File: config.mk
export PLATFORM = sky130hd
export DESIGN_NAME = wb_unit_flat
export DESIGN_NICKNAME = d
export VERILOG_FILES = /design/src/rtl/wb_unit_if.sv /design/src/rtl/wb_unit.sv /design/src/flat_wrapper.sv
export SDC_FILE = /design/constraint.sdc
export NUM_CORES = 1
export LEC_CHECK = 0
export CAP_MARGIN = 20
export CORE_ASPECT_RATIO = 1.2
export CORE_MARGIN = 2
export CORE_UTILIZATION = 42
export CTS_CLUSTER_DIAMETER = 60
export CTS_CLUSTER_SIZE = 10
export DETAILED_ROUTE_END_ITERATION = 16
export PLACE_DENSITY_LB_ADDON = 0.3
export REMOVE_ABC_BUFFERS = 1
export SLEW_MARGIN = 0
export SYNTH_ARGS = -nofsm -noshare
export SYNTH_HDL_FRONTEND = slang
export SYNTH_SLANG_ARGS = --single-unit
export TNS_END_PERCENT = 30
File: constraint.sdc
create_clock -name clk -period 1.67 [get_ports clk]
set_input_delay 0.334 -clock clk [delete_from_list [all_inputs] [get_ports clk]]
set_output_delay 0.334 -clock clk [all_outputs]
set_load 0.02 [all_outputs]
File: src/rtl/wb_unit_if.sv
// Bus between the retire stage, data memory response and register-file write port of wb_unit.
// The slave modport is the write-back unit; the master modport is whoever drives it.
interface wb_unit_if;
    // Handshake: a retiring instruction transfers on a rising edge where in_valid && in_ready;
    // in_valid may be held or dropped freely, and nothing is sampled while in_ready is low.
    logic        in_valid;
    logic        in_ready;
    logic [1:0]  wb_sel;
    logic        reg_wen;
    logic [4:0]  rd_addr;
    logic [2:0]  funct3;
    logic [31:0] alu_result;
    logic [31:0] pc_plus4;
    logic        mem_rvalid;
    logic [31:0] mem_rdata;
    logic        rf_we;
    logic [4:0]  rf_waddr;
    logic [31:0] rf_wdata;
    logic        busy;
    logic        state_dbg;

    modport slave (
        input  in_valid, wb_sel, reg_wen, rd_addr, funct3, alu_result, pc_plus4,
        input  mem_rvalid, mem_rdata,
        output in_ready, rf_we, rf_waddr, rf_wdata, busy, state_dbg
    );

    modport master (
        output in_valid, wb_sel, reg_wen, rd_addr, funct3, alu_result, pc_plus4,
        output mem_rvalid, mem_rdata,
        input  in_ready, rf_we, rf_waddr, rf_wdata, busy, state_dbg
    );
endinterface

File: src/rtl/wb_unit.sv
// Write-back unit: selects load data, ALU result or PC+4 and issues a one-cycle register-file write.
// Optional WB_TIMEOUT_EN adds a WAIT_MEM watchdog that forces a zero write and pulses wb_timeout_err.
module wb_unit #(
    parameter int TIMEOUT_CYCLES = 16
) (
    input  logic      clk,
    input  logic      rst_n,
    wb_unit_if.slave  bus
`ifdef WB_TIMEOUT_EN
    ,
    output logic      wb_timeout_err
`endif
);

    if (TIMEOUT_CYCLES < 1 || TIMEOUT_CYCLES > 255) begin : g_bad_timeout
        $error("TIMEOUT_CYCLES must be within 1..255");
    end

    typedef enum logic {IDLE = 1'b0, WAIT_MEM = 1'b1} state_t;

    state_t      state, state_d;
    logic        we_q, we_d;
    logic [4:0]  waddr_q, waddr_d;
    logic [31:0] wdata_q, wdata_d;
    logic [4:0]  lat_rd_q, lat_rd_d;
    logic        lat_wen_q, lat_wen_d;
    logic [2:0]  lat_f3_q, lat_f3_d;
    logic [1:0]  lat_off_q, lat_off_d;

`ifdef WB_TIMEOUT_EN
    localparam logic [7:0] TMO_LAST = 8'(TIMEOUT_CYCLES - 1);
    logic [7:0] cnt_q, cnt_d;
    logic       err_q, err_d;
`endif

    // Byte lanes follow the address offset; halfwords only look at off[1].
    function automatic logic [31:0] extract(input logic [2:0] f3, input logic [1:0] off,
                                            input logic [31:0] w);
        logic [7:0]  b;
        logic [15:0] h;
        case (off)
            2'd0:    b = w[7:0];
            2'd1:    b = w[15:8];
            2'd2:    b = w[23:16];
            default: b = w[31:24];
        endcase
        h = off[1] ? w[31:16] : w[15:0];
        case (f3)
            3'd0:    extract = {{24{b[7]}}, b};
            3'd1:    extract = {{16{h[15]}}, h};
            3'd4:    extract = {24'd0, b};
            3'd5:    extract = {16'd0, h};
            default: extract = w;
        endcase
    endfunction

    always_comb begin
        state_d   = state;
        we_d      = 1'b0;
        waddr_d   = waddr_q;
        wdata_d   = wdata_q;
        lat_rd_d  = lat_rd_q;
        lat_wen_d = lat_wen_q;
        lat_f3_d  = lat_f3_q;
        lat_off_d = lat_off_q;
`ifdef WB_TIMEOUT_EN
        cnt_d     = cnt_q;
        err_d     = 1'b0;
`endif
        case (state)
            IDLE: begin
                if (bus.in_valid) begin
                    if (bus.wb_sel == 2'd0) begin
                        state_d   = WAIT_MEM;
                        lat_rd_d  = bus.rd_addr;
                        lat_wen_d = bus.reg_wen;
                        lat_f3_d  = bus.funct3;
                        lat_off_d = bus.alu_result[1:0];
`ifdef WB_TIMEOUT_EN
                        cnt_d     = 8'd0;
`endif
                    end else begin
                        we_d    = bus.reg_wen && (bus.rd_addr != 5'd0);
                        waddr_d = bus.rd_addr;
                        wdata_d = (bus.wb_sel == 2'd2) ? bus.pc_plus4 : bus.alu_result;
                    end
                end
            end
            WAIT_MEM: begin
                // A response arriving in the expiry cycle still completes normally.
                if (bus.mem_rvalid) begin
                    state_d = IDLE;
                    we_d    = lat_wen_q && (lat_rd_q != 5'd0);
                    waddr_d = lat_rd_q;
                    wdata_d = extract(lat_f3_q, lat_off_q, bus.mem_rdata);
                end
`ifdef WB_TIMEOUT_EN
                else if (cnt_q == TMO_LAST) begin
                    state_d = IDLE;
                    we_d    = lat_wen_q && (lat_rd_q != 5'd0);
                    waddr_d = lat_rd_q;
                    wdata_d = 32'h0;
                    err_d   = 1'b1;
                end else begin
                    cnt_d = cnt_q + 8'd1;
                end
`endif
            end
            default: state_d = IDLE;
        endcase
    end

    always_ff @(posedge clk or negedge rst_n) begin
        if (!rst_n) begin
            state     <= IDLE;
            we_q      <= 1'b0;
            waddr_q   <= 5'd0;
            wdata_q   <= 32'd0;
            lat_rd_q  <= 5'd0;
            lat_wen_q <= 1'b0;
            lat_f3_q  <= 3'd0;
            lat_off_q <= 2'd0;
`ifdef WB_TIMEOUT_EN
            cnt_q     <= 8'd0;
            err_q     <= 1'b0;
`endif
        end else begin
            state     <= state_d;
            we_q      <= we_d;
            waddr_q   <= waddr_d;
            wdata_q   <= wdata_d;
            lat_rd_q  <= lat_rd_d;
            lat_wen_q <= lat_wen_d;
            lat_f3_q  <= lat_f3_d;
            lat_off_q <= lat_off_d;
`ifdef WB_TIMEOUT_EN
            cnt_q     <= cnt_d;
            err_q     <= err_d;
`endif
        end
    end

    assign bus.in_ready  = (state == IDLE);
    assign bus.busy      = (state == WAIT_MEM);
    assign bus.state_dbg = state;
    assign bus.rf_we     = we_q;
    assign bus.rf_waddr  = waddr_q;
    assign bus.rf_wdata  = wdata_q;
`ifdef WB_TIMEOUT_EN
    assign wb_timeout_err = err_q;
`endif

endmodule

File: src/flat_wrapper.sv
// flat-port wrapper written by rule: the top's interface ports become plain ports
module wb_unit_flat 
#(
    parameter int TIMEOUT_CYCLES = 16
)
  (clk, rst_n, bus_in_valid, bus_wb_sel, bus_reg_wen, bus_rd_addr, bus_funct3, bus_alu_result, bus_pc_plus4, bus_mem_rvalid, bus_mem_rdata, bus_in_ready, bus_rf_we, bus_rf_waddr, bus_rf_wdata, bus_busy, bus_state_dbg);
  wb_unit_if bus_i ();
  input  logic clk;
  input  logic rst_n;
  input wire logic [$bits(bus_i.in_valid)-1:0] bus_in_valid;
  input wire logic [$bits(bus_i.wb_sel)-1:0] bus_wb_sel;
  input wire logic [$bits(bus_i.reg_wen)-1:0] bus_reg_wen;
  input wire logic [$bits(bus_i.rd_addr)-1:0] bus_rd_addr;
  input wire logic [$bits(bus_i.funct3)-1:0] bus_funct3;
  input wire logic [$bits(bus_i.alu_result)-1:0] bus_alu_result;
  input wire logic [$bits(bus_i.pc_plus4)-1:0] bus_pc_plus4;
  input wire logic [$bits(bus_i.mem_rvalid)-1:0] bus_mem_rvalid;
  input wire logic [$bits(bus_i.mem_rdata)-1:0] bus_mem_rdata;
  output wire logic [$bits(bus_i.in_ready)-1:0] bus_in_ready;
  output wire logic [$bits(bus_i.rf_we)-1:0] bus_rf_we;
  output wire logic [$bits(bus_i.rf_waddr)-1:0] bus_rf_waddr;
  output wire logic [$bits(bus_i.rf_wdata)-1:0] bus_rf_wdata;
  output wire logic [$bits(bus_i.busy)-1:0] bus_busy;
  output wire logic [$bits(bus_i.state_dbg)-1:0] bus_state_dbg;
  assign bus_i.in_valid = bus_in_valid;
  assign bus_i.wb_sel = bus_wb_sel;
  assign bus_i.reg_wen = bus_reg_wen;
  assign bus_i.rd_addr = bus_rd_addr;
  assign bus_i.funct3 = bus_funct3;
  assign bus_i.alu_result = bus_alu_result;
  assign bus_i.pc_plus4 = bus_pc_plus4;
  assign bus_i.mem_rvalid = bus_mem_rvalid;
  assign bus_i.mem_rdata = bus_mem_rdata;
  assign bus_in_ready = bus_i.in_ready;
  assign bus_rf_we = bus_i.rf_we;
  assign bus_rf_waddr = bus_i.rf_waddr;
  assign bus_rf_wdata = bus_i.rf_wdata;
  assign bus_busy = bus_i.busy;
  assign bus_state_dbg = bus_i.state_dbg;
  wb_unit #(.TIMEOUT_CYCLES(TIMEOUT_CYCLES)) u_core (.clk(clk), .rst_n(rst_n), .bus(bus_i));
endmodule
# Yosys cells after proc, flatten, opt, wreduce, memory -nomap -nowiden
# Cells that the tools add are included.
[word_totals] regBits=50 in_bits=111 out_inout_bits=41 wordCells=47
[classes] n_eq_ne=9 n_mux=20 bitwise=1 n_reduce_logical=9
[ops] op="$mux W32" n=4
[ops] op="$pmux W32 S4" n=1
[ops] op="$pmux W32 S2" n=1
[ops] op="$pmux W8 S3" n=1
[ops] op="$mux W16" n=1
[ops] op="$mux W5" n=3
[ops] op="$pmux W5 S2" n=1
[ops] op="$reduce_bool A5 Y1" n=2
[ops] op="$eq A3 B3 Y1 const B" n=2
[ops] op="$mux W1" n=6
[ops] op="$ne A2 B2 Y1 const B" n=3
[ops] op="$reduce_and A3 Y1" n=2
[ops] op="$eq A2 B2 Y1 const B" n=2
[ops] op="$logic_not A2 Y1" n=2
[ops] op="$pmux W1 S2" n=2
[ops] op="$eq A3 B1 Y1 const B" n=1
[ops] op="$logic_not A3 Y1" n=1
[ops] op="$eq A2 B1 Y1 const B" n=1
[ops] op="$logic_and A1 B1 Y1" n=2
[ops] op="$not A1 Y1" n=1

# Depth between registers and ports, before layout
# Gate-level depths: netlist of run 1.
[depth] word_depth=5 depth_mapped=7 mapped_depth_nobuf=4

# Least setup slack after synthesis of run 1
# OpenSTA, ideal clock, no wires.
[synth_path] path_kind="register to register" startpoint="register u_core.state, in the netlist u_core.bus.busy" endpoint="register u_core.wdata_q[24], in the netlist u_core.bus.rf_wdata[24]" setup_ps=73 t_arrival_ps=1580 required_ps=1597 path_slack_ps=17 path_stages_with_launch=6 path_buffers=2 period_less_slack_ps=1653 path_cell_list="dfrtp_1 > buf_2 > clkinv_1 > clkbuf_1 > a31o_2 > a21oi_2"
[synth_via] elab_chain_cells=3 word_cells_on_any_way=6 classes_between="eq/ne (3); mux (1); bitwise (1); reduce/logical (1)"
[synth_rtl] element="start, declared" line="wb_unit.sv:21" text="state_t state, state_d;"
[synth_rtl] element="start signal, assigned" line="wb_unit.sv:128" text="state <= state_d;"
[synth_rtl] element="$not A1 Y1 (no line) (*)"
[synth_rtl] element="named net bus_in_ready" line="flat_wrapper.sv:19" text="output wire logic [$bits(bus_i.in_ready)-1:0] bus_in_ready;"
[synth_rtl] element="$ne A2 B2 Y1 (no line)"
[synth_rtl] element="$reduce_and A3 Y1 (no line)"
[synth_rtl] element="end signal, assigned" line="wb_unit.sv:131" text="wdata_q <= wdata_d;"
[synth_rtl] element="end, declared" line="wb_unit.sv:24" text="logic [31:0] wdata_q, wdata_d;"
# The timed path passes the listed nets; every way through them passes the cells marked *.
# A chain may end at the register's enable or synchronous reset.

# Worst setup path after layout of run 1
[layout_path] startpoint="input bus_mem_rdata[23]" endpoint="register u_core.wdata_q[8], in the netlist u_core.bus.rf_wdata[8]"
[layout_via] elab_chain_cells=4
[layout_rtl] element="start, declared" line="flat_wrapper.sv:18" text="input wire logic [$bits(bus_i.mem_rdata)-1:0] bus_mem_rdata;"
[layout_rtl] element="$pmux W8 S3" line="wb_unit.sv:41" text="case (off)"
[layout_rtl] element="$pmux W32 S4" line="wb_unit.sv:48" text="case (f3)"
[layout_rtl] element="$mux W32" line="wb_unit.sv:91" text="if (bus.mem_rvalid) begin"
[layout_rtl] element="$pmux W32 S2" line="wb_unit.sv:70" text="case (state)"
# No other way between the ends. The select of a mux whose other input is x is not followed.

==> results of run 1 <==
==> cell families (layout without fill, tap and decap cells) <==
logic type	after synthesis	in the layout	share of synthesized area (%)
buffers and inverters	35	214	5.85
flip-flops	50	50	38.2
multiplexers	53	53	17.3
AND/OR/NAND/NOR	53	53	8.18
AO/OA/AOI/OAI	136	138	30.5
==> path summary, 6_finish.rpt <==
check / to / slack (ns) / from
min in group clk: u_core.bus.rf_waddr[2] / 0.50 / u_core.bus.rf_waddr[2]
min reg2reg: u_core.bus.rf_waddr[2] / 0.50 / u_core.bus.rf_waddr[2]
max in group asynchronous: u_core.lat_off_q[0] / 1.28 / rst_n
max reg2reg: u_core.bus.rf_wdata[8] / -0.01 / u_core.lat_off_q[0]
max: u_core.bus.rf_wdata[8] / -0.04 / bus_mem_rdata[23]
min: u_core.bus.rf_waddr[4] / -0.0001 / rst_n
==> placed cells by master, fill, tap and decap left out, drive strengths merged, types with 7 or more instances in the layout <==
cell type      instances
a211oi                21
a21oi                 45
a221o                  7
a31o                  16
buf                   51
clkbuf                 8
clkdlybuf4s50        139
dfrtp                 50
dlymetal6s2s           8
mux2                  22
mux2i                 31
nand2                 13
nor2                  10
nor2b                  9
nor3                   7
o21a                   8
o21ai                 16
==> power groups by stage <==
stage | combinational (mW) | clock [mW] | sequential (mW)
floorplan | 0.869 | 0 | 2.02
global placement | 2.35 | 0 | 1.71
detailed placement | 2.39 | 0 | 1.72
CTS | 2.41 | 0.748 | 1.70
global route | 2.67 | 0.803 | 1.74
finish | 2.51 | 0.736 | 1.71
==> layout make-up <==
class / count / area (µm²)
Timing Repair Buffer: 203 / 2010
Clock inverter: 2 / 17.5
Tap cell: 92 / 115
Sequential cell: 50 / 1250
Clock buffer: 6 / 72.6
Inverter: 3 / 11.3
Fill cell: 596 / 2180
Multi-Input combinational cell: 244 / 1950
==> critical path, cell delays in order <==
cell                              delay [ns]
sky130_fd_sc_hd__clkdlybuf4s50_1        0.46
sky130_fd_sc_hd__mux2_4                 0.32
sky130_fd_sc_hd__a22oi_2                0.34
sky130_fd_sc_hd__o21ai_1                0.13
sky130_fd_sc_hd__a221o_1                0.31
==> registers in the layout (all words and copies together) (netlist names) <==
name / cells
u_core.lat_rd_q: 5
u_core.lat_wen_q: 1
u_core.bus.rf_we: 1
u_core.bus.busy: 1
u_core.lat_off_q: 2
u_core.lat_f3_q: 3
u_core.bus.rf_wdata: 32
u_core.bus.rf_waddr: 5
==> routing by layer <==
metal	up-vias	track usage, %	part of all wire [%]
li1	1619	-	-
met1	1649	29.7	39
met2	133	45.2	54
met3	12	3.44	6.1
met4	0	6.72	1.4
met5	-	0	0
==> through the flow <==
stage          power (mW)  area, µm²  utilization, %  hold slack [ns]  setup TNS (ns)
2_1_floorplan        2.89       3090               -           0.0384          -53.10
3_5_place_dp         4.12       5150            67.6            0.338          -13.43
5_1_grt              5.21       5440            71.3           0.0100          -0.374
6_report             4.96       5440            71.3        -0.000147         -0.0923
4_1_cts              4.86       5250            68.8          0.00519         -0.0105
3_3_place_gp         4.06       5150            67.6            0.320          -12.18
==> timing repair <==
action                     in CTS  in global routing
pin swaps                       2                  5
gates cloned                    0                  4
setup endpoints to repair      17                 46
buffers inserted                0                  1
resized for setup               8                 30
==> impl_metrics.prom, run 1 <==
# TYPE chip_impl_metric gauge
chip_impl_info{name="run_status",value="finished with violations"} 1
chip_impl_info{name="failing_checks",value="negative hold slack, negative setup slack"} 1
chip_impl_metric{name="worstSkewPairLatency",unit="ns"} 0.30
chip_impl_metric{name="pin_count",unit=""} 152
chip_impl_info{name="classification_of_the_worst_slack_hold_path",value="input port to async pin"} 1
chip_impl_metric{name="detail_route.drc_violations",unit=""} 0
chip_impl_metric{name="global_route_wire_length_before_repair",unit="µm"} 16800
chip_impl_metric{name="internal_power",unit="mW"} 3.11
chip_impl_metric{name="pre_cts_ws",unit="ns"} -0.373
chip_impl_metric{name="worst-endpoint-required",unit="ns"} 1.86
chip_impl_metric{name="fin_worst_skew",unit="ns"} 0.0111
chip_impl_info{name="synth_largest_area_cell",value="sky130_fd_sc_hd__dfrtp_1"} 1
chip_impl_metric{name="grt_antenna_before_repair",unit=""} 0
chip_impl_metric{name="routed_wl",unit="µm"} 11200
chip_impl_metric{name="cellPowerDensity",unit="mW/mm²"} 912
chip_impl_metric{name="wire_per_inst",unit="µm"} 18.7
chip_impl_metric{name="avgSynthCellArea",unit="µm²"} 10.0
chip_impl_metric{name="yosys.area.top_type_share",unit="%"} 38.2
chip_impl_metric{name="drtIter0Drc",unit=""} 154
chip_impl_metric{name="finish.net_count",unit=""} 618
chip_impl_metric{name="yosysWarnings",unit=""} 0
chip_impl_metric{name="globalRoute.totalOverflow",unit=""} 0
chip_impl_info{name="worst_path_class_setup",value="input port to register"} 1
chip_impl_metric{name="port_buffers",unit=""} 151
chip_impl_metric{name="area_growth_syn_to_layout",unit="%"} 66.1
chip_impl_info{name="synthTopCellsByCount",value="50 x sky130_fd_sc_hd__dfrtp_1, 34 x sky130_fd_sc_hd__a21oi_1, 31 x sky130_fd_sc_hd__mux2i_1, 21 x sky130_fd_sc_hd__a211oi_1, 20 x sky130_fd_sc_hd__mux2_2"} 1
chip_impl_info{name="worst_setup_path_start_kind",value="input port"} 1
chip_impl_metric{name="leakagePower",unit="nW"} 2.21
chip_impl_metric{name="drt_pass1_iterations",unit=""} 4
chip_impl_metric{name="fp.dieH",unit="µm"} 101
chip_impl_metric{name="drv_cap",unit=""} 0
chip_impl_metric{name="cts-buffers-inserted",unit=""} 5
chip_impl_metric{name="vias_after_detailed_routing",unit=""} 3413
chip_impl_metric{name="path_max_fanout",unit=""} 5
chip_impl_metric{name="fin_cells",unit=""} 600
chip_impl_metric{name="numClockSinks",unit=""} 50
chip_impl_metric{name="clock.fmax",unit="MHz"} 585
chip_impl_metric{name="min_period_over_period",unit="%"} 102
chip_impl_metric{name="placed_cells",unit=""} 587
chip_impl_info{name="endpoint_kind",value="register"} 1
chip_impl_metric{name="antenna-diode-count",unit=""} 0
chip_impl_metric{name="arrival",unit="ns"} 1.90
chip_impl_metric{name="synth_edf_count",unit=""} 0
chip_impl_info{name="synth.most_common_cell",value="sky130_fd_sc_hd__dfrtp_1"} 1
chip_impl_metric{name="number_of_buffers_between_clock_root_and_the_deepest_sink",unit=""} 2
chip_impl_info{name="root_buffer",value="sky130_fd_sc_hd__clkbuf_8"} 1
chip_impl_metric{name="via_count_of_the_first_global_routing_pass",unit=""} 3363
chip_impl_metric{name="hold_slack",unit="ns"} -0.000147
chip_impl_info{name="post_synth_main_area_contributors",value="sky130_fd_sc_hd__dfrtp_1 38%, sky130_fd_sc_hd__mux2i_1 9.5%, sky130_fd_sc_hd__mux2_2 6.9%"} 1
chip_impl_metric{name="dieWidth",unit="µm"} 84.6
chip_impl_metric{name="worst_slack",unit="ns"} -0.0382
chip_impl_info{name="tritoncts",value="yes"} 1
chip_impl_metric{name="grt_max_degree",unit=""} 32
chip_impl_metric{name="netlist-cell-type-count",unit=""} 44
chip_impl_metric{name="report.final.slew_viol_count",unit=""} 0
chip_impl_metric{name="cts.reportedPaths.clkPinSlew",unit="ns"} 0.10
chip_impl_metric{name="ff2ff_path_depth",unit=""} 4
chip_impl_metric{name="drive_gt1_share",unit="%"} 26.4
chip_impl_metric{name="final_hold_viol_count",unit=""} 1
chip_impl_metric{name="power.switching",unit="mW"} 1.84
chip_impl_metric{name="ctsHtreeMaxLevel",unit=""} 2
chip_impl_metric{name="dp_hpwl",unit="µm"} 8320
chip_impl_info{name="grt_setup_unrepaired",value="yes"} 1
chip_impl_metric{name="synth_sequential_area_ratio",unit="%"} 38.2
chip_impl_metric{name="placement_rows",unit=""} 35
chip_impl_metric{name="routed_via_density",unit=""} 5.69
chip_impl_metric{name="cts-hold-fix-buffers",unit=""} 0
chip_impl_metric{name="final.min_clock_period",unit="ns"} 1.71
chip_impl_metric{name="gp_congestion",unit=""} 0.848
chip_impl_metric{name="clock_power_share",unit="%"} 14.8
chip_impl_metric{name="peak_supply_drop",unit="µV"} 606
chip_impl_metric{name="die_area",unit="mm²"} 0.00852
chip_impl_metric{name="groute.usage.overall",unit="%"} 24.5
chip_impl_metric{name="worstMarginPinSlew",unit="ns"} 0.375
chip_impl_metric{name="slew_headroom",unit="%"} 74.4
chip_impl_metric{name="setup_violations",unit=""} 5
chip_impl_metric{name="p_comb_share",unit="%"} 50.6
chip_impl_metric{name="floorplan.core_area",unit="mm²"} 0.00762
chip_impl_metric{name="p_sw_share",unit="%"} 37.2
chip_impl_info{name="synth-main-ff-cell",value="sky130_fd_sc_hd__dfrtp_1"} 1
chip_impl_metric{name="async_flop_share",unit="%"} 100
chip_impl_metric{name="synth_seq_cells",unit=""} 50
chip_impl_metric{name="post_synth_inst_count",unit=""} 327
chip_impl_metric{name="power_frac_seq",unit="%"} 34.6
chip_impl_metric{name="antenna_left",unit=""} 0
chip_impl_metric{name="initial_utilization",unit="%"} 43.0
chip_impl_metric{name="synth_area",unit="mm²"} 0.00327
Note: power is estimated with default switching activity, not from simulation.
==> inputs of run 2 (changes only) <==
Settings changed: HOLD_SLACK_MARGIN set to 0.03.
==> impl_metrics.prom, run 2 (same netlist as run 1, synthesis figures left out) <==
# TYPE chip_impl_metric gauge
chip_impl_metric{name="slew_headroom",unit="%"} 72.5
chip_impl_info{name="most_crowded_layer_after_global_routing",value="met2"} 1
chip_impl_metric{name="grt_antenna_before_repair",unit=""} 0
chip_impl_metric{name="cp_slowest_stage_delay",unit="ns"} 0.46
chip_impl_metric{name="floorplan.core_area",unit="mm²"} 0.00762
chip_impl_info{name="worst_path_class_setup",value="input port to register"} 1
chip_impl_metric{name="initial_utilization",unit="%"} 43.0
chip_impl_info{name="tritoncts",value="yes"} 1
chip_impl_metric{name="final.min_clock_period",unit="ns"} 1.73
chip_impl_metric{name="globalRoute.totalOverflow",unit=""} 0
chip_impl_metric{name="placement_rows",unit=""} 35
chip_impl_metric{name="fin_worst_skew",unit="ns"} 0.0112
chip_impl_metric{name="grtUsageMet1",unit="%"} 29.8
chip_impl_metric{name="pin_count",unit=""} 152
chip_impl_metric{name="pre_cts_ws",unit="ns"} -0.373
chip_impl_metric{name="regToRegSetupSlack",unit="ns"} -0.03
chip_impl_info{name="worst_setup_path_start_kind",value="input port"} 1
chip_impl_metric{name="setup_violations",unit=""} 3
chip_impl_metric{name="fin_util",unit="%"} 71.5
chip_impl_metric{name="gp_congestion",unit=""} 0.848
chip_impl_metric{name="finish.net_count",unit=""} 619
chip_impl_metric{name="drtIter0Drc",unit=""} 157
chip_impl_metric{name="dp_hpwl",unit="µm"} 8320
chip_impl_metric{name="cellPowerDensity",unit="mW/mm²"} 912
chip_impl_metric{name="leakagePower",unit="nW"} 2.21
chip_impl_info{name="most_common_library_cell_in_the_layout_ignoring_fill_and_taps",value="sky130_fd_sc_hd__clkdlybuf4s50_1"} 1
chip_impl_metric{name="die_area",unit="mm²"} 0.00852
chip_impl_info{name="grt_setup_unrepaired",value="yes"} 1
chip_impl_metric{name="worst-endpoint-required",unit="ns"} 1.86
chip_impl_metric{name="antenna_left",unit=""} 0
chip_impl_metric{name="port_buffers",unit=""} 151
chip_impl_metric{name="wire_per_inst",unit="µm"} 18.7
chip_impl_metric{name="drt_pass1_iterations",unit=""} 5
chip_impl_metric{name="fp.dieH",unit="µm"} 101
chip_impl_metric{name="arrival",unit="ns"} 1.92
chip_impl_metric{name="cts.reportedPaths.clkPinSlew",unit="ns"} 0.10
chip_impl_info{name="root_buffer",value="sky130_fd_sc_hd__clkbuf_8"} 1
chip_impl_metric{name="path_max_fanout",unit=""} 5
chip_impl_metric{name="area_growth_syn_to_layout",unit="%"} 66.4
chip_impl_metric{name="drive_gt1_share",unit="%"} 26.3
chip_impl_info{name="layout_common_cells",value="139 x sky130_fd_sc_hd__clkdlybuf4s50_1, 47 x sky130_fd_sc_hd__dfrtp_1, 44 x sky130_fd_sc_hd__buf_4, 33 x sky130_fd_sc_hd__a21oi_1, 28 x sky130_fd_sc_hd__mux2i_1"} 1
chip_impl_metric{name="worstMarginPinSlew",unit="ns"} 0.413
chip_impl_info{name="timing.critical_path.slowest_stage_cell",value="sky130_fd_sc_hd__clkdlybuf4s50_1"} 1
chip_impl_metric{name="detail_route.drc_violations",unit=""} 0
chip_impl_metric{name="final_hold_viol_count",unit=""} 0
chip_impl_metric{name="use_met2",unit="%"} 45.2
chip_impl_metric{name="numClockSinks",unit=""} 50
chip_impl_metric{name="finalSetupTns",unit="ns"} -0.107
chip_impl_metric{name="via_count_of_the_first_global_routing_pass",unit=""} 3367
chip_impl_metric{name="largest_register_ffs",unit=""} 32
chip_impl_metric{name="number_of_buffers_between_clock_root_and_the_deepest_sink",unit=""} 2
chip_impl_info{name="failing_checks",value="negative setup slack"} 1
chip_impl_metric{name="ctsHtreeMaxLevel",unit=""} 2
chip_impl_metric{name="worst_slack",unit="ns"} -0.0558
chip_impl_info{name="classification_of_the_worst_slack_hold_path",value="register to register"} 1
chip_impl_metric{name="global_route_wire_length_before_repair",unit="µm"} 16800
chip_impl_metric{name="grt_max_degree",unit=""} 32
chip_impl_metric{name="drv_cap",unit=""} 0
chip_impl_info{name="endpoint_kind",value="register"} 1
chip_impl_metric{name="clock.fmax",unit="MHz"} 579
chip_impl_metric{name="dieWidth",unit="µm"} 84.6
chip_impl_metric{name="routed_via_density",unit=""} 5.69
chip_impl_metric{name="nFillCells",unit=""} 595
chip_impl_metric{name="routed_wl",unit="µm"} 11300
chip_impl_metric{name="report.final.slew_viol_count",unit=""} 0
chip_impl_metric{name="min_period_over_period",unit="%"} 103
chip_impl_metric{name="cts-buffers-inserted",unit=""} 5
chip_impl_metric{name="vias_after_detailed_routing",unit=""} 3418
chip_impl_metric{name="peak_supply_drop",unit="µV"} 609
chip_impl_metric{name="hold_slack",unit="ns"} 0.497
chip_impl_metric{name="worstSkewPairLatency",unit="ns"} 0.31
chip_impl_metric{name="groute.usage.overall",unit="%"} 24.5
chip_impl_info{name="crit_path_cell_trace",value="clkdlybuf4s50_1 -> mux2_4 -> a22oi_2 -> o21ai_1 -> a221o_1"} 1
chip_impl_info{name="run_status",value="finished with violations"} 1
chip_impl_metric{name="antenna-diode-count",unit=""} 0
chip_impl_metric{name="global_route.usage.met3",unit="%"} 3.44
==> run 2: cell count changes in the layout (fill, tap and decap cells not counted) <==
cell	before	now
sky130_fd_sc_hd__dlygate4sd3_1	0	1
==> run 2: layout make-up <==
class	count	area, µm²	area share [%]
well taps	92	115	2.11
clock inverters	2	17.5	0.322
inverters	3	11.3	0.207
repair buffers	204	2020	37.2
clock buffers	6	72.6	1.33
flip-flops and latches	50	1250	23.0
multi-input cells	244	1950	35.8
==> run 2: metal layers <==
metal  vias up  wire length [µm]
met5         -                 0
met4         0               147
met3        14               736
met2       135              6050
met1      1650              4320
li1       1619                 -
==> run 2: final timing paths <==
kind                                         from                      end  cells past startpoint
max                             bus_mem_rdata[23]   u_core.bus.rf_wdata[8]                      5
min                        u_core.bus.rf_waddr[2]   u_core.bus.rf_waddr[2]                      2
max reg2reg                   u_core.lat_off_q[0]   u_core.bus.rf_wdata[8]                      4
min reg2reg                u_core.bus.rf_waddr[2]   u_core.bus.rf_waddr[2]                      2
max in group asynchronous                   rst_n      u_core.lat_off_q[0]                      3
min in group asynchronous                   rst_n  u_core.bus.rf_wdata[28]                      3
==> run 2: critical path: cells and delay by family <==
family | cells | cell delay, ns
compound gates | 3 | 0.80
buf+inv | 1 | 0.46
mux | 1 | 0.32
==> run 2: per-stage QoR <==
stage               std cells  power, mW  area, µm²
finish                    601       4.97       5450
floorplan                 295       2.89       3090
CTS                       596       4.86       5260
global placement          587       4.06       5150
detailed placement        587       4.12       5150
global route              601       5.21       5450
==> run 2: timing repair <==
action / 4_1_cts / 5_1_grt
gates cloned: 0 / 4
hold buffers: 1 / 0
resized for setup: 8 / 30
pin swaps: 2 / 5
endpoints found under the hold margin: 19 / 0
endpoints found under the setup margin: 17 / 46
setup buffers: 0 / 1
==> run 2: power breakdown <==
| group | switching (mW) | internal (mW) | total [mW] | leakage, nW |
|---|---|---|---|---|
| clock | 0.437 | 0.305 | 0.742 | 0.0458 |
| combinational | 1.20 | 1.31 | 2.51 | 1.59 |
| sequential | 0.217 | 1.50 | 1.71 | 0.580 |
| total | 1.85 | 3.12 | 4.97 | 2.21 |
==> inputs of run 3 (changes only) <==
Settings changed: HOLD_SLACK_MARGIN 0.03 to not set.
==> results of run 3 <==
The final DEF is identical to that of run 1; final timing and power are the same.
